$ cat config.mk
export PLATFORM = sky130hd
export DESIGN_NAME = hdr_reader
export DESIGN_NICKNAME = d
export VERILOG_FILES = /design/src/rtl/hdr_pkg.sv /design/src/rtl/hdr_out_stage.sv /design/src/rtl/hdr_reader.sv
export SDC_FILE = /design/constraint.sdc
export NUM_CORES = 1
export LEC_CHECK = 0
export BUFFER_PORTS_ARGS = -buffer_cell sky130_fd_sc_hd__buf_2
export CAP_MARGIN = 15
export CORE_ASPECT_RATIO = 1.5
export CORE_MARGIN = 1
export CORE_UTILIZATION = 51
export CTS_CLUSTER_DIAMETER = 60
export DETAILED_ROUTE_END_ITERATION = 7
export PLACE_DENSITY_LB_ADDON = 0.15
export SKIP_LAST_GASP = 1
export SYNTH_ARGS = -nofsm -noshare
export SYNTH_HDL_FRONTEND = slang
export SYNTH_SLANG_ARGS = --single-unit
$ cat constraint.sdc
create_clock -name clk -period 3.7 [get_ports clk]
set_input_delay 0.185 -clock clk [delete_from_list [all_inputs] [get_ports clk]]
set_output_delay 0.185 -clock clk [all_outputs]
set_load 0.02 [all_outputs]
$ cat src/rtl/hdr_pkg.sv
// Shared types and sizes for the comp_unit header read path.
package hdr_pkg;

  localparam int unsigned HDR_AW    = 4;
  localparam int unsigned HDR_DW    = 32;
  localparam int unsigned HDR_DEPTH = 1 << HDR_AW;

  typedef enum logic [1:0] {
    ST_IDLE   = 2'd0,
    ST_STREAM = 2'd1,
    ST_FLUSH  = 2'd2
  } hdr_state_e;

endpackage

$ cat src/rtl/hdr_out_stage.sv
// Single-entry registered output stage with valid/ready handshake and last flag.
module hdr_out_stage #(
  parameter int unsigned DW = 32
) (
  input  logic          clk,
  input  logic          rst_n,
  input  logic          in_valid,
  output logic          in_ready_c,
  input  logic [DW-1:0] in_data,
  input  logic          in_last,
  output logic [DW-1:0] m_data,
  output logic          m_valid,
  input  logic          m_ready,
  output logic          m_last
);

  logic [DW-1:0] data_q, data_d;
  logic          valid_q, valid_d;
  logic          last_q, last_d;
  logic          load;

  // The slot is free when empty or when its word leaves this cycle.
  assign in_ready_c = !valid_q || m_ready;
  assign load       = in_valid && in_ready_c;

  always_comb begin
    data_d  = data_q;
    valid_d = valid_q;
    last_d  = last_q;
    if (load) begin
      data_d  = in_data;
      valid_d = 1'b1;
      last_d  = in_last;
    end else if (valid_q && m_ready) begin
      valid_d = 1'b0;
      last_d  = 1'b0;
    end
  end

  always_ff @(posedge clk or negedge rst_n) begin
    if (!rst_n) begin
      data_q  <= '0;
      valid_q <= 1'b0;
      last_q  <= 1'b0;
    end else begin
      data_q  <= data_d;
      valid_q <= valid_d;
      last_q  <= last_d;
    end
  end

  assign m_data  = data_q;
  assign m_valid = valid_q;
  assign m_last  = last_q;

endmodule

$ cat src/rtl/hdr_reader.sv
// Header RAM read controller: walks the RAM from a descriptor and streams words out.
// Build option HDR_BSWAP_EN byte-reverses each streamed word for big-endian headers.
module hdr_reader
  import hdr_pkg::*;
#(
  parameter int unsigned AW = HDR_AW,
  parameter int unsigned DW = HDR_DW
) (
  input  logic          clk,
  input  logic          rst_n,
  input  logic          hdr_valid,
  output logic          hdr_ready,
  input  logic [AW-1:0] hdr_start,
  input  logic [AW:0]   hdr_len,
  output logic [AW-1:0] ram_addr,
  input  logic [DW-1:0] ram_data,
  output logic [DW-1:0] m_data,
  output logic          m_valid,
  input  logic          m_ready,
  output logic          m_last,
  output logic          hdr_done,
  output logic          len_err
);

  localparam logic [AW:0] MAX_LEN = (AW+1)'(2**AW);
  localparam logic [AW:0] ONE_LEN = (AW+1)'(1);

  hdr_state_e    state_q, state_d;
  logic [AW-1:0] rd_ptr_q, rd_ptr_d;
  logic [AW:0]   remain_q, remain_d;
  logic          hdr_ready_q, hdr_ready_d;
  logic          hdr_done_q, hdr_done_d;
  logic          len_err_q, len_err_d;

  logic          os_valid;
  logic          os_ready_c;
  logic          os_last;
  logic [DW-1:0] os_data;

`ifdef HDR_BSWAP_EN
  always_comb begin
    os_data = '0;
    for (int b = 0; b < int'(DW / 8); b++) begin
      os_data[8*b +: 8] = ram_data[DW-8-8*b +: 8];
    end
  end
`else
  assign os_data = ram_data;
`endif

  always_comb begin
    state_d     = state_q;
    rd_ptr_d    = rd_ptr_q;
    remain_d    = remain_q;
    hdr_ready_d = hdr_ready_q;
    hdr_done_d  = 1'b0;
    len_err_d   = 1'b0;
    os_valid    = 1'b0;
    os_last     = 1'b0;
    case (state_q)
      ST_IDLE: begin
        hdr_ready_d = 1'b1;
        if (hdr_valid && hdr_ready_q) begin
          if (hdr_len == '0) begin
            len_err_d = 1'b1;
          end else begin
            rd_ptr_d    = hdr_start;
            hdr_ready_d = 1'b0;
            state_d     = ST_STREAM;
            if (hdr_len > MAX_LEN) begin
              len_err_d = 1'b1;
              remain_d  = MAX_LEN;
            end else begin
              remain_d  = hdr_len;
            end
          end
        end
      end
      ST_STREAM: begin
        hdr_ready_d = 1'b0;
        os_valid    = (remain_q != '0);
        os_last     = (remain_q == ONE_LEN);
        if (os_valid && os_ready_c) begin
          rd_ptr_d = rd_ptr_q + AW'(1);
          remain_d = remain_q - ONE_LEN;
          if (os_last) state_d = ST_FLUSH;
        end
      end
      ST_FLUSH: begin
        // Ready returns only after the done pulse, so done never overlaps an accept.
        hdr_ready_d = 1'b0;
        if (m_valid && m_ready) begin
          hdr_done_d = 1'b1;
          state_d    = ST_IDLE;
        end
      end
      default: begin
        state_d     = ST_IDLE;
        hdr_ready_d = 1'b0;
      end
    endcase
  end

  always_ff @(posedge clk or negedge rst_n) begin
    if (!rst_n) begin
      state_q     <= ST_IDLE;
      rd_ptr_q    <= '0;
      remain_q    <= '0;
      hdr_ready_q <= 1'b0;
      hdr_done_q  <= 1'b0;
      len_err_q   <= 1'b0;
    end else begin
      state_q     <= state_d;
      rd_ptr_q    <= rd_ptr_d;
      remain_q    <= remain_d;
      hdr_ready_q <= hdr_ready_d;
      hdr_done_q  <= hdr_done_d;
      len_err_q   <= len_err_d;
    end
  end

  hdr_out_stage #(.DW(DW)) u_out_stage (
    .clk        (clk),
    .rst_n      (rst_n),
    .in_valid   (os_valid),
    .in_ready_c (os_ready_c),
    .in_data    (os_data),
    .in_last    (os_last),
    .m_data     (m_data),
    .m_valid    (m_valid),
    .m_ready    (m_ready),
    .m_last     (m_last)
  );

  assign ram_addr  = rd_ptr_q;
  assign hdr_ready = hdr_ready_q;
  assign hdr_done  = hdr_done_q;
  assign len_err   = len_err_q;

endmodule
==> flow_summary.toml <==
[sta]
finalCritPeriodShare_pct = 60.2
fin_worst_skew_ns = 0.00611
fmax_mhz = 449
finalHoldViolCount = 0
maxSlewHeadroom_pct = 42.7
setup_viol = 0
fin_crit_ns = 2.23
tns_ns = 0
drv_slew = 0
layout_setup_ws_ns = 1.47
tightest_slew_ns = 0.857
grt_setup_unrepaired = "no"

[setup_path]
r2r-end = "u_out_stage.m_data[7]"
regToRegSetupSlack_ns = 1.47
rr_startpoint = "remain_q[0]"
endpoint = "u_out_stage.m_data[7]"
cp-end-kind = "register"
crit_path_max_fanout = 32
worstPathArrival_ns = 2.41
start_kind = "register"
worstRegToRegCells = 6
startpoint = "remain_q[0]"
worst_ep_required_time_ns = 3.88
crit_type = "reg2reg"

[synth]
ys_seq_area_share_pct = 56.4
synthAdderAreaFrac_pct = 2.94
syn-num-nets = 217
synth_edf_count = 0
synth_area_per_cell_um2 = 12.8
synth_top_family_by_area = "multiplexers"
syn_inst = 167
synth_area_um2 = 2130
synth_mux_area_share_pct = 17.7
synth-seq-cells = 48
synthXorXnorAreaFrac_pct = 0
yosysWarnings = 0
yosysUniqueCellTypes = 33
yosys_most_used_dff = "dfrtp_1"
async_flop_share_pct = 100
synth-simple-area-share_pct = 11.6
synth_compound_area_share_pct = 7.46

[cts]
cts_resized = 0
cts_setup_buffers = 0
clkTransAtPathRegs_ns = 0.09
cts-root-buf = "clkbuf_8"
cts_htree_levels = 2
cts_buffer_depth = 2
clk_latency_ns = 0.30
cts_buffers = 5
cts.sinks = 48
cts_tree = "done"

[placement]
post-place-ws_ns = 1.47
routabilityCongestion = 0.794
dp_hpwl_um = 2930
io_buffers = 85

[detailed_routing]
final_antenna_net_count = 0
vias_per_cell = 5.20
vias = 1564
drt_iter0_drc = 13
first_pass_iters = 4
wl_per_cell_um = 13.2
finalWirelength_um = 3970
route.detailed.drc = 0

[grt]
grt_pass1_vias = 1402
track_usage_pct = 18.9
grt_antenna_before_repair = 0
grt_max_degree = 49
gr-total-overflow = 0
grt_pass1_wl_um = 5990

[layout]
nNetsFinal = 305
layout_commonest_cell = "buf_2"
fillers = 313
insertedDiodeCount = 0
layout-drive-gt1-share_pct = 51.6
syn_to_final_growth_pct = 27.0
final_cell_mix = "buf_2 (85), dfrtp_1 (48), mux2_2 (30)"

[pwr]
max-vdd-ir-drop_mv = 0.538
p_leak_nw = 1.35
p_per_area_nw_per_um2 = 942

[die]
start_util_pct = 53.8
placementRows = 28
ios = 86
core_um2 = 3960
die_height_um = 81.1
dieArea_um2 = 4440
fp.dieW_um = 54.8

[hold_path]
hp-class = "in2reg"

[job]
cap_violations = 0

[outcome]
status = "complete, no violations"
[cells in the mapped netlist (2+ instances only)]
master,count,area share (%)
nand2b_1,5,1.5
and4b_1,2,0.94
a21oi_1,11,2.6
o21ai_0,6,1.4
nor3_1,6,1.4
buf_6,4,2.1
nand2_1,10,1.8
mux2_4,2,1.4
a31oi_1,4,1.2
nor2_1,5,0.88
mux2_2,30,16
dfrtp_1,48,56
nand3_1,4,0.94
ha_1,5,2.9
inv_1,6,1.1
o211ai_1,2,0.70
[layout make-up]
cell class	instances	area [um2]	share of cell area [%]
Clock inverter	3	46.3	1.71
Tap cell	45	56.3	2.08
Sequential cell	48	1200	44.4
Inverter	6	22.5	0.833
Multi-Input combinational cell	106	846	31.3
Clock buffer	5	68.8	2.55
Timing Repair Buffer	88	463	17.1
[routing by layer]
layer	vias up	global-route usage, %	wire length (um)
li1	767	-	-
met1	740	20.2	1540
met2	51	33.4	2090
met3	6	4.87	270
met4	0	7.95	65
met5	-	0	0
[state kept, by name, indices dropped and copies added (netlist names)]
| register | flops |
|---|---|
| remain_q | 5 |
| state_q | 2 |
| ram_addr | 4 |
| hdr_ready | 1 |
| u_out_stage.m_last | 1 |
| hdr_done | 1 |
| u_out_stage.m_data | 32 |
| u_out_stage.m_valid | 1 |
| len_err | 1 |
[through the flow]
stage,instances,util (%),instance area [um2],total power [mW],hold WS [ns]
3_5_place_dp,291,64.6,2560,2.19,0.419
5_1_grt,301,68.3,2700,2.74,0.0965
4_1_cts,299,67.5,2670,2.57,0.103
2_1_floorplan,167,-,2130,1.87,-0.111
3_3_place_gp,291,64.6,2560,2.17,0.418
6_report,301,68.3,2700,2.55,0.112
[report_power, final]
part	switching, mW	internal, mW	total (mW)
combinational	0.691	0.542	1.23
clock	0.178	0.204	0.382
sequential	0.157	0.775	0.932
[timing repair]
action / 4_1_cts / 5_1_grt
endpoints found under the hold margin: 0 / 18
setup endpoints to repair: 0 / 0
hold buffers: 0 / 1
[worst min-delay path by stage]
stage	start	depth (start not counted)	endpoint
global route	ram_data[26]	2	u_out_stage.m_data[26]
floorplan	rst_n	0	hdr_done
finish	ram_data[30]	2	u_out_stage.m_data[30]
detailed placement	ram_data[6]	2	u_out_stage.m_data[6]
CTS	ram_data[30]	2	u_out_stage.m_data[30]
global placement	ram_data[22]	2	u_out_stage.m_data[22]
[critical path: stages, from the launching register on]
cell and delay (ns):
dfrtp_1 0.39, inv_1 0.09, ha_1 0.25, or4b_4 0.25, nand2_4 0.06, nor2_4 0.65, mux2_2 0.42
[cell families (layout without fill, tap and decap cells)]
kind of cell | Yosys count | in the layout
simple gates | 42 | 42
flops | 48 | 48
mux | 33 | 33
buf+inv | 13 | 102
compound gates | 26 | 26
fa+ha+maj | 5 | 5
No activity file was read; power rests on OpenSTA's default activity.
